===== config.mk =====
export PLATFORM = sky130hd
export DESIGN_NAME = fmint_dw_fetch
export DESIGN_NICKNAME = d
export VERILOG_FILES = /design/src/rtl/fmint_dw_fetch.sv
export SDC_FILE = /design/constraint.sdc
export NUM_CORES = 1
export LEC_CHECK = 0
export ABC_AREA = 1
export BUFFER_PORTS_ARGS = -buffer_cell sky130_fd_sc_hd__buf_2
export CORE_MARGIN = 3
export CORE_UTILIZATION = 35
export CTS_BUF_LIST = sky130_fd_sc_hd__clkbuf_16
export DETAILED_ROUTE_END_ITERATION = 16
export PLACE_DENSITY = 0.51
export SLEW_MARGIN = 25
export SYNTH_ARGS = -nofsm -noshare
export SYNTH_HDL_FRONTEND = slang
export SYNTH_SLANG_ARGS = --single-unit

===== constraint.sdc =====
create_clock -name clk -period 9.4 [get_ports clk]
set_clock_uncertainty 0.05 [all_clocks]
set_input_delay 0.94 -clock clk [delete_from_list [all_inputs] [get_ports clk]]
set_output_delay 0.94 -clock clk [all_outputs]
set_load 0.05 [all_outputs]

===== src/rtl/fmint_dw_fetch.sv =====
// Window fetcher for the depthwise stage: sweeps the FMINT tile channel-major and
// assembles one zero-padded 3x3 window per output pixel from a 1-cycle-latency RAM.
module fmint_dw_fetch #(
   parameter  int PX_W   = 8,
   parameter  int TILE_H = 8,
   parameter  int TILE_W = 8,
   parameter  int N_CH   = 4,
   localparam int ADDR_W = $clog2(N_CH * TILE_H * TILE_W)
) (
   input  logic                clk,
   input  logic                rst,
   input  logic                start,
   output logic                busy,
   output logic                done,
   output logic [ADDR_W-1:0]   ram_addr,
   input  logic [PX_W-1:0]     ram_rd_data,
   output logic [9*PX_W-1:0]   win_data,
   output logic                win_valid,
   input  logic                win_ready
);

   localparam int CH_W  = (N_CH   > 1) ? $clog2(N_CH)   : 1;
   localparam int ROW_W = (TILE_H > 1) ? $clog2(TILE_H) : 1;
   localparam int COL_W = (TILE_W > 1) ? $clog2(TILE_W) : 1;

   typedef enum logic [1:0] {IDLE, FETCH, HOLD, DONE} state_t;

   state_t              state_q, state_d;
   logic [3:0]          cyc_q, cyc_d;
   logic [CH_W-1:0]     ch_q, ch_d, ch_n;
   logic [ROW_W-1:0]    row_q, row_d, row_n;
   logic [COL_W-1:0]    col_q, col_d, col_n;
   logic [ADDR_W-1:0]   addr_q, addr_d;
   logic [9*PX_W-1:0]   lanes_q, lanes_d;
   logic                last_pos;
   logic [3:0]          cap_idx;

   // Out-of-bounds taps point at the centre pixel so the address stays in range.
   function automatic logic tap_oob(input int row, input int col, input int k);
      int r;
      int c;
      r = row + k / 3 - 1;
      c = col + k % 3 - 1;
      return (r < 0) || (r >= TILE_H) || (c < 0) || (c >= TILE_W);
   endfunction

   function automatic logic [ADDR_W-1:0] tap_addr(input int ch, input int row, input int col,
                                                   input int k);
      int a;
      if (tap_oob(row, col, k))
         a = (ch * TILE_H + row) * TILE_W + col;
      else
         a = (ch * TILE_H + row + k / 3 - 1) * TILE_W + col + k % 3 - 1;
      return ADDR_W'(a);
   endfunction

   always_ff @(posedge clk) begin
      if (rst) begin
         state_q <= IDLE;
         cyc_q   <= '0;
         ch_q    <= '0;
         row_q   <= '0;
         col_q   <= '0;
         addr_q  <= '0;
         lanes_q <= '0;
      end else begin
         state_q <= state_d;
         cyc_q   <= cyc_d;
         ch_q    <= ch_d;
         row_q   <= row_d;
         col_q   <= col_d;
         addr_q  <= addr_d;
         lanes_q <= lanes_d;
      end
   end

   assign last_pos = (ch_q == CH_W'(N_CH - 1)) && (row_q == ROW_W'(TILE_H - 1)) &&
                     (col_q == COL_W'(TILE_W - 1));

   always_comb begin
      ch_n  = ch_q;
      row_n = row_q;
      col_n = col_q;
      if (col_q == COL_W'(TILE_W - 1)) begin
         col_n = '0;
         if (row_q == ROW_W'(TILE_H - 1)) begin
            row_n = '0;
            ch_n  = ch_q + 1'b1;
         end else begin
            row_n = row_q + 1'b1;
         end
      end else begin
         col_n = col_q + 1'b1;
      end
   end

   always_comb begin
      state_d = state_q;
      case (state_q)
         IDLE:    if (start) state_d = FETCH;
         FETCH:   if (cyc_q == 4'd9) state_d = HOLD;
         HOLD:    if (win_ready) state_d = last_pos ? DONE : FETCH;
         DONE:    state_d = IDLE;
         default: state_d = IDLE;
      endcase
   end

   // After edge E(j) cyc_q holds j: the next edge issues tap j+1 and captures lane j-1.
   always_comb begin
      cyc_d   = cyc_q;
      ch_d    = ch_q;
      row_d   = row_q;
      col_d   = col_q;
      addr_d  = addr_q;
      lanes_d = lanes_q;
      cap_idx = cyc_q - 4'd1;
      case (state_q)
         IDLE: begin
            if (start) begin
               cyc_d  = '0;
               ch_d   = '0;
               row_d  = '0;
               col_d  = '0;
               addr_d = tap_addr(0, 0, 0, 0);
            end
         end
         FETCH: begin
            cyc_d = cyc_q + 4'd1;
            if (cyc_q <= 4'd7)
               addr_d = tap_addr(int'(ch_q), int'(row_q), int'(col_q), int'(cyc_q) + 1);
            if (cyc_q >= 4'd1) begin
               if (tap_oob(int'(row_q), int'(col_q), int'(cap_idx)))
                  lanes_d[cap_idx*PX_W +: PX_W] = '0;
               else
                  lanes_d[cap_idx*PX_W +: PX_W] = ram_rd_data;
            end
         end
         HOLD: begin
            if (win_ready) begin
               cyc_d = '0;
               if (last_pos) begin
                  ch_d  = '0;
                  row_d = '0;
                  col_d = '0;
               end else begin
                  ch_d   = ch_n;
                  row_d  = row_n;
                  col_d  = col_n;
                  addr_d = tap_addr(int'(ch_n), int'(row_n), int'(col_n), 0);
               end
            end
         end
         default: ;
      endcase
   end

   always_comb begin
      busy      = (state_q != IDLE);
      done      = (state_q == DONE);
      win_valid = (state_q == HOLD);
      ram_addr  = addr_q;
      win_data  = lanes_q;
   end

endmodule


==> flow_metrics.env, run 1 <==
export IMPL_status="completed"
export IMPL_hold_buffers=0
export IMPL_fin_tns_setup_ps=0
export IMPL_yosys_area_top_type_share=0.1830
export IMPL_cp_data_required_time_ps=9620
export IMPL_grt_overflow_total=0
export IMPL_layout_min_cycle_time_ps=8156
export IMPL_cts_num_sinks=94
export IMPL_synth_seq_area_share=0.1830
export IMPL_tightest_slew_ps=1019
export IMPL_dp_final_hpwl_um=22830
export IMPL_period_share=0.8677
export IMPL_finish_net_count=1824
export IMPL_ys_top_cells_by_area="dfxtp_1 18%, ha_1 14%, nand2_1 14%, inv_1 9.1%, a21oi_1 7.4%"
export IMPL_grt_first_pass_wirelength_um=47130
export IMPL_cts_buffers=9
export IMPL_ys_warn_count=0
export IMPL_syn2layout_area_growth_pct=10.89
export IMPL_final_hold_viol_count=0
export IMPL_synth_edf_count=0
export IMPL_port_buffers=94
export IMPL_rows=62
export IMPL_cp_max_fo=18
export IMPL_grt_usage=0.1798
export IMPL_cts_tree="built"
export IMPL_vias=10301
export IMPL_synth_flop_cell="dfxtp_1"
export IMPL_cts_root_buf="clkbuf_16"
export IMPL_start_util=0.3563
export IMPL_clkLatencyLatePin_ps=340
export IMPL_cts_htree_levels=3
export IMPL_syn_area_um2=10280
export IMPL_cts_resized=0
export IMPL_drc=0
export IMPL_final_cell_mix="376 x nand2_1, 250 x inv_1, 153 x a21oi_1"
export IMPL_slowest_stage="nor2_4"
export IMPL_grt_max_degree=87
export IMPL_start_kind="register"
export IMPL_max_cap_violations=0
export IMPL_grt_pass1_vias=9495
export IMPL_cpPeakStageDelay_ps=590
export IMPL_cp_data_arrival_time_ps=8380
export IMPL_clkTransAtPathRegs_ps=70
export IMPL_crit_top_cell="inv_1"
export IMPL_final_common_cell="nand2_1"
export IMPL_async_flop_share=0
export IMPL_nFillCells=3219
export IMPL_die_area_um2=31470
export IMPL_dieHeight_um=177.4
export IMPL_synth_cell_types=58
export IMPL_synthCells=1615
export IMPL_syn_nets=1747
export IMPL_gp_congestion=0.8847
export IMPL_drt_total_wl_um=29430
export IMPL_routedWlPerCell_um=14.15
export IMPL_antenna_found_initial=0
export IMPL_clock_path_buffers=2
export IMPL_path_class="reg2reg"
export IMPL_io_pins=95
export IMPL_fp_coreArea_um2=28860
export IMPL_endpoint_kind="register"
export IMPL_antennaDiodeCount=0
export IMPL_dr_pass1_iters=5
export IMPL_die_x_um=177.4
export IMPL_initialDrtViolationCount=614
export IMPL_layout_drive_gt1_share=0.1203
export IMPL_grt_setup_unrepaired="false"
export IMPL_fmax_mhz=122.6
export IMPL_setup_violations=0
export IMPL_viasPerCell=4.952
export IMPL_synth_largest_area_cell="dfxtp_1"
export IMPL_worstHoldPathType="reg2reg"
export IMPL_slew_headroom=0.3207
export IMPL_ys_ff_latch=94
export IMPL_ant_nets=0
export IMPL_post_cts_buffers=0
export IMPL_slew_viol_final=0
export IMPL_postSynthAreaPerCell_um2=6.366
-- sequential cells by signal, indices dropped and copies added (netlist names) --
register  flops
ram_addr      8
ch_q          2
state_q       2
win_data     72
col_q         3
row_q         3
cyc_q         4
-- kinds of logic (layout without fill, tap and decap cells) --
kind of cell,after synthesis,count (layout),share of synthesized area
multiplexers,1,1,0.0009736
AND/OR/NAND/NOR,764,766,0.3438
flip-flops,94,94,0.1830
buffers and inverters,298,377,0.1198
XOR/XNOR,51,51,0.04527
adder cells (fa/ha/maj),120,120,0.1490
AO/OA/AOI/OAI,287,287,0.1582
-- layout make-up --
cell class	count	area [um2]	share of cell area
repair buffers	97	493.0	0.04324
clock buffers	9	225.2	0.01975
clock inverters	6	118.9	0.01043
well taps	384	480.5	0.04214
flip-flops and latches	94	1883	0.1652
multi-input cells	1225	7206	0.6320
inverters	265	994.7	0.08725
-- Yosys cell counts, drive strengths merged, types with 6 or more instances --
cell and count:
nand2 397, inv 264, a21oi 162, nor2 157, nand3 123, ha 116, dfxtp 94, o21ai 65
xor2 37, nand4 28, nor3 27, a31oi 20, buf 17, nand3b 16, xnor2 14, clkbuf 10
or2 8, a211oi 7, a21o 6, o21a 6
-- final timing paths --
| kind | start | cells after the start | end | slack [ps] |
|---|---|---|---|---|
| setup / recovery | cyc_q[0] | 40 | win_data[18] | 1240 |
| hold / removal | win_data[12] | 2 | win_data[12] | 410 |
| setup reg to reg | cyc_q[0] | 40 | win_data[18] | 1240 |
| hold reg to reg | win_data[12] | 2 | win_data[12] | 410 |
-- per-layer routing --
metal / track usage / share of wire
met1: 0.2517 / 0.49
met2: 0.3016 / 0.46
met3: 0.02097 / 0.036
met4: 0.02945 / 0.012
met5: 0 / 0
-- critical path, delay by kind of cell (launching register included) --
family	cells	cell delay, ps
adder cells (fa/ha/maj)	5	1390
multiplexers	1	240
XOR/XNOR	1	150
flip-flops	1	540
AND/OR/NAND/NOR	14	2720
AO/OA/AOI/OAI	11	2100
buffers and inverters	8	900
-- through the flow --
stage | hold slack [ps] | instances | worst slack [ps] | cell area (um2) | util
after floorplan | 407.7 | 1615 | 2645 | 10280 | -
after global placement | 400.5 | 2063 | 1199 | 11020 | 0.3820
after detailed placement | 403.1 | 2063 | 892.1 | 11030 | 0.3823
after CTS | 413.9 | 2078 | 846.5 | 11380 | 0.3943
after global routing | 427.5 | 2080 | 309.0 | 11400 | 0.3951
final | 411.8 | 2080 | 1244 | 11400 | 0.3951
Power of run 1 is left out: the tool's default activity adds up to more than one toggle a clock period on the data nets, which glitch-free logic cannot reach.
==> run 2: changes to the inputs <==
--- a/config.mk
+++ b/config.mk
@@ -5,13 +5,12 @@
 export SDC_FILE = /design/constraint.sdc
 export NUM_CORES = 1
 export LEC_CHECK = 0
-export ABC_AREA = 1
 export BUFFER_PORTS_ARGS = -buffer_cell sky130_fd_sc_hd__buf_2
 export CORE_MARGIN = 3
 export CORE_UTILIZATION = 35
 export CTS_BUF_LIST = sky130_fd_sc_hd__clkbuf_16
 export DETAILED_ROUTE_END_ITERATION = 16
-export PLACE_DENSITY = 0.51
+export PLACE_DENSITY = 0.5
 export SLEW_MARGIN = 25
 export SYNTH_ARGS = -nofsm -noshare
 export SYNTH_HDL_FRONTEND = slang
==> run 2 against run 1 <==
Compared with the run above: register-to-register slack worse by 410 ps; wire length up 19%; fmax down 4.8%; via count up 13%; synthesized cell count down 0.87%; final cell count about the same; non-clock buffer count up 19; hold slack worse by 11 ps; synthesized area up 11%; critical path depth down 10; critical path type unchanged; global-route usage up 1.4 points.
==> flow_metrics.env, run 2 <==
export IMPL_grt_first_pass_wirelength_um=56990
export IMPL_dp_final_hpwl_um=26920
export IMPL_cts_htree_levels=3
export IMPL_grt_use_met1=0.2775
export IMPL_clock_path_buffers=2
export IMPL_initialDrtViolationCount=728
export IMPL_synthCells=1601
export IMPL_fp_coreArea_um2=31800
export IMPL_min_delay_start="win_data[68]"
export IMPL_antenna_found_initial=0
export IMPL_r2r_end="ram_addr[7]"
export IMPL_grt_pass1_vias=10693
export IMPL_vias=11674
export IMPL_synth_largest_area_cell="dfxtp_1"
export IMPL_layout_drive_gt1_share=0.1196
export IMPL_final_common_cell="nand2_1"
export IMPL_cts_tree="built"
export IMPL_worstSetupEndpoint="ram_addr[7]"
export IMPL_reg2reg_slack_ps=830
export IMPL_r2r_start="cyc_q[0]"
export IMPL_clkTransAtPathRegs_ps=70
export IMPL_dr_pass1_iters=5
export IMPL_grt_overflow_total=0
export IMPL_syn_area_um2=11400
export IMPL_finish_net_count=1774
export IMPL_cpPeakStageDelay_ps=530
export IMPL_final_cell_mix="158 x nand2_1, 143 x inv_1, 123 x nor2_1"
export IMPL_viasPerCell=5.607
export IMPL_ys_warn_count=0
export IMPL_async_flop_share=0
export IMPL_grt_max_degree=65
export IMPL_dieHeight_um=186.5
export IMPL_synth_commonest_cells="158 x nand2_1, 142 x inv_1, 123 x nor2_1"
export IMPL_largest_reg_flops=72
export IMPL_yosys_area_top_type_share=0.1650
export IMPL_max_cap_violations=0
export IMPL_ys_ff_latch=94
export IMPL_slew_viol_final=0
export IMPL_critPathLaunch="cyc_q[0]"
export IMPL_status="completed"
export IMPL_rows=65
export IMPL_endpoint_kind="register"
export IMPL_period_share=0.9117
export IMPL_grt_setup_unrepaired="false"
export IMPL_port_buffers=94
export IMPL_synth_most_common_cell="nand2_1"
export IMPL_ant_nets=0
export IMPL_ys_top_cells_by_area="dfxtp_1 17%, ha_1 13%, nand2_1 5.2%, o21ai_0 4.9%, inv_1 4.7%"
export IMPL_tightest_slew_ps=1013
export IMPL_start_util=0.3586
export IMPL_slowest_stage="or4_1"
export IMPL_layout_min_cycle_time_ps=8570
export IMPL_syn_nets=1733
export IMPL_cp_data_required_time_ps=9600
export IMPL_antennaDiodeCount=0
export IMPL_drt_total_wl_um=34930
export IMPL_slew_headroom=0.3224
export IMPL_cts_num_sinks=94
export IMPL_hold_buffers=0
export IMPL_clkLatencyLatePin_ps=360
export IMPL_io_pins=95
export IMPL_fin_tns_setup_ps=0
export IMPL_syn2layout_area_growth_pct=9.447
export IMPL_die_x_um=186.5
export IMPL_grt_usage=0.1936
export IMPL_cts_buffers=9
export IMPL_drc=0
export IMPL_routedWlPerCell_um=16.78
export IMPL_fmax_mhz=116.7
export IMPL_final_hold_viol_count=0
export IMPL_die_area_um2=34780
export IMPL_setup_violations=0
export IMPL_gp_congestion=0.8845
export IMPL_met2_usage=0.3180
export IMPL_synth_flop_cell="dfxtp_1"
export IMPL_grt_use_met3=0.02649
export IMPL_worstHoldPathType="reg2reg"
export IMPL_cts_root_buf="clkbuf_16"
export IMPL_postSynthAreaPerCell_um2=7.123
export IMPL_path_class="reg2reg"
export IMPL_grt_busiest_layer="met2"
export IMPL_cp_max_fo=13
export IMPL_synth_seq_area_share=0.1650
export IMPL_cp_data_arrival_time_ps=8770
export IMPL_synth_cell_types=113
export IMPL_nFillCells=3369
export IMPL_synth_edf_count=0
export IMPL_start_kind="register"
export IMPL_ff2ff_path_depth=30
-- run 2: cell types whose count changed after synthesis, moves of 23 or more --
cell / delta
nand2_1: -218
nor3_1: +28
nor2_1: -23
nand2b_1: +35
o21ai_0: +63
a21oi_1: -47
clkbuf_1: +54
nor2b_1: +28
a21o_1: +42
inv_1: -108
xor2_1: -25
nand3_1: -23
-- run 2: critical path, delay by kind of cell, from the launching register on --
| kind | cells | cell delay (ps) |
|---|---|---|
| AOI/OAI and AO/OA | 12 | 2680 |
| xor gates and xnor gates | 1 | 100 |
| and+or+nand+nor | 11 | 3380 |
| adders and majority gates | 4 | 1390 |
| buffers and inverters | 2 | 330 |
| DFF | 1 | 510 |
-- run 2: what timing repair did --
item	CTS	global route
gates resized for setup	0	3
endpoints found under the setup margin	0	8
setup buffers	0	0
endpoints found under the hold margin	0	0
-- run 2: cell type report --
type,count,area [um2],share of cell area
clock inverter,7,50.05,0.004010
inverter,143,536.8,0.04301
clock buffer,9,225.2,0.01805
timing repair buffer,116,635.6,0.05093
sequential,94,1884,0.1510
multi-input combinational,1278,8605,0.6894
tap,435,544.3,0.04361
-- run 2: cell families (layout without fill, tap and decap cells) --
logic type | Yosys count | in the layout | share of synthesized area
AO/OA/AOI/OAI | 456 | 456 | 0.2724
multiplexers | 28 | 28 | 0.02820
adder cells (fa/ha/maj) | 120 | 120 | 0.1343
XOR/XNOR | 43 | 43 | 0.03555
AND/OR/NAND/NOR | 631 | 631 | 0.2833
flip-flops | 94 | 94 | 0.1650
buffers and inverters | 229 | 275 | 0.08119
-- run 2: worst min path at each step --
stage | to | cells past startpoint
global route | win_data[34] | 2
floorplan | col_q[1] | 2
finish | win_data[68] | 2
CTS | win_data[19] | 2
global placement | win_data[19] | 2
detailed placement | win_data[19] | 2
-- run 2: metal layers --
metal | up-vias | routed length, um
met5 | - | 0
met1 | 5503 | 17220
met4 | 0 | 318
met3 | 32 | 1484
li1 | 5843 | -
met2 | 296 | 15900
-- run 2: metrics by stage --
step / hold WS (ps) / std cells / util / worst slack, ps / instance area (um2)
after floorplan: 431.6 / 1601 / - / 1685 / 11400
after global placement: 382.4 / 2066 / 0.3837 / 842.1 / 12200
after detailed placement: 386.5 / 2066 / 0.3837 / 598.4 / 12200
after CTS: 402.4 / 2082 / 0.3923 / 599.1 / 12480
after global routing: 431.9 / 2082 / 0.3925 / 177.0 / 12480
final: 400.8 / 2082 / 0.3925 / 830.0 / 12480
Power of run 2 is left out for the same reason.
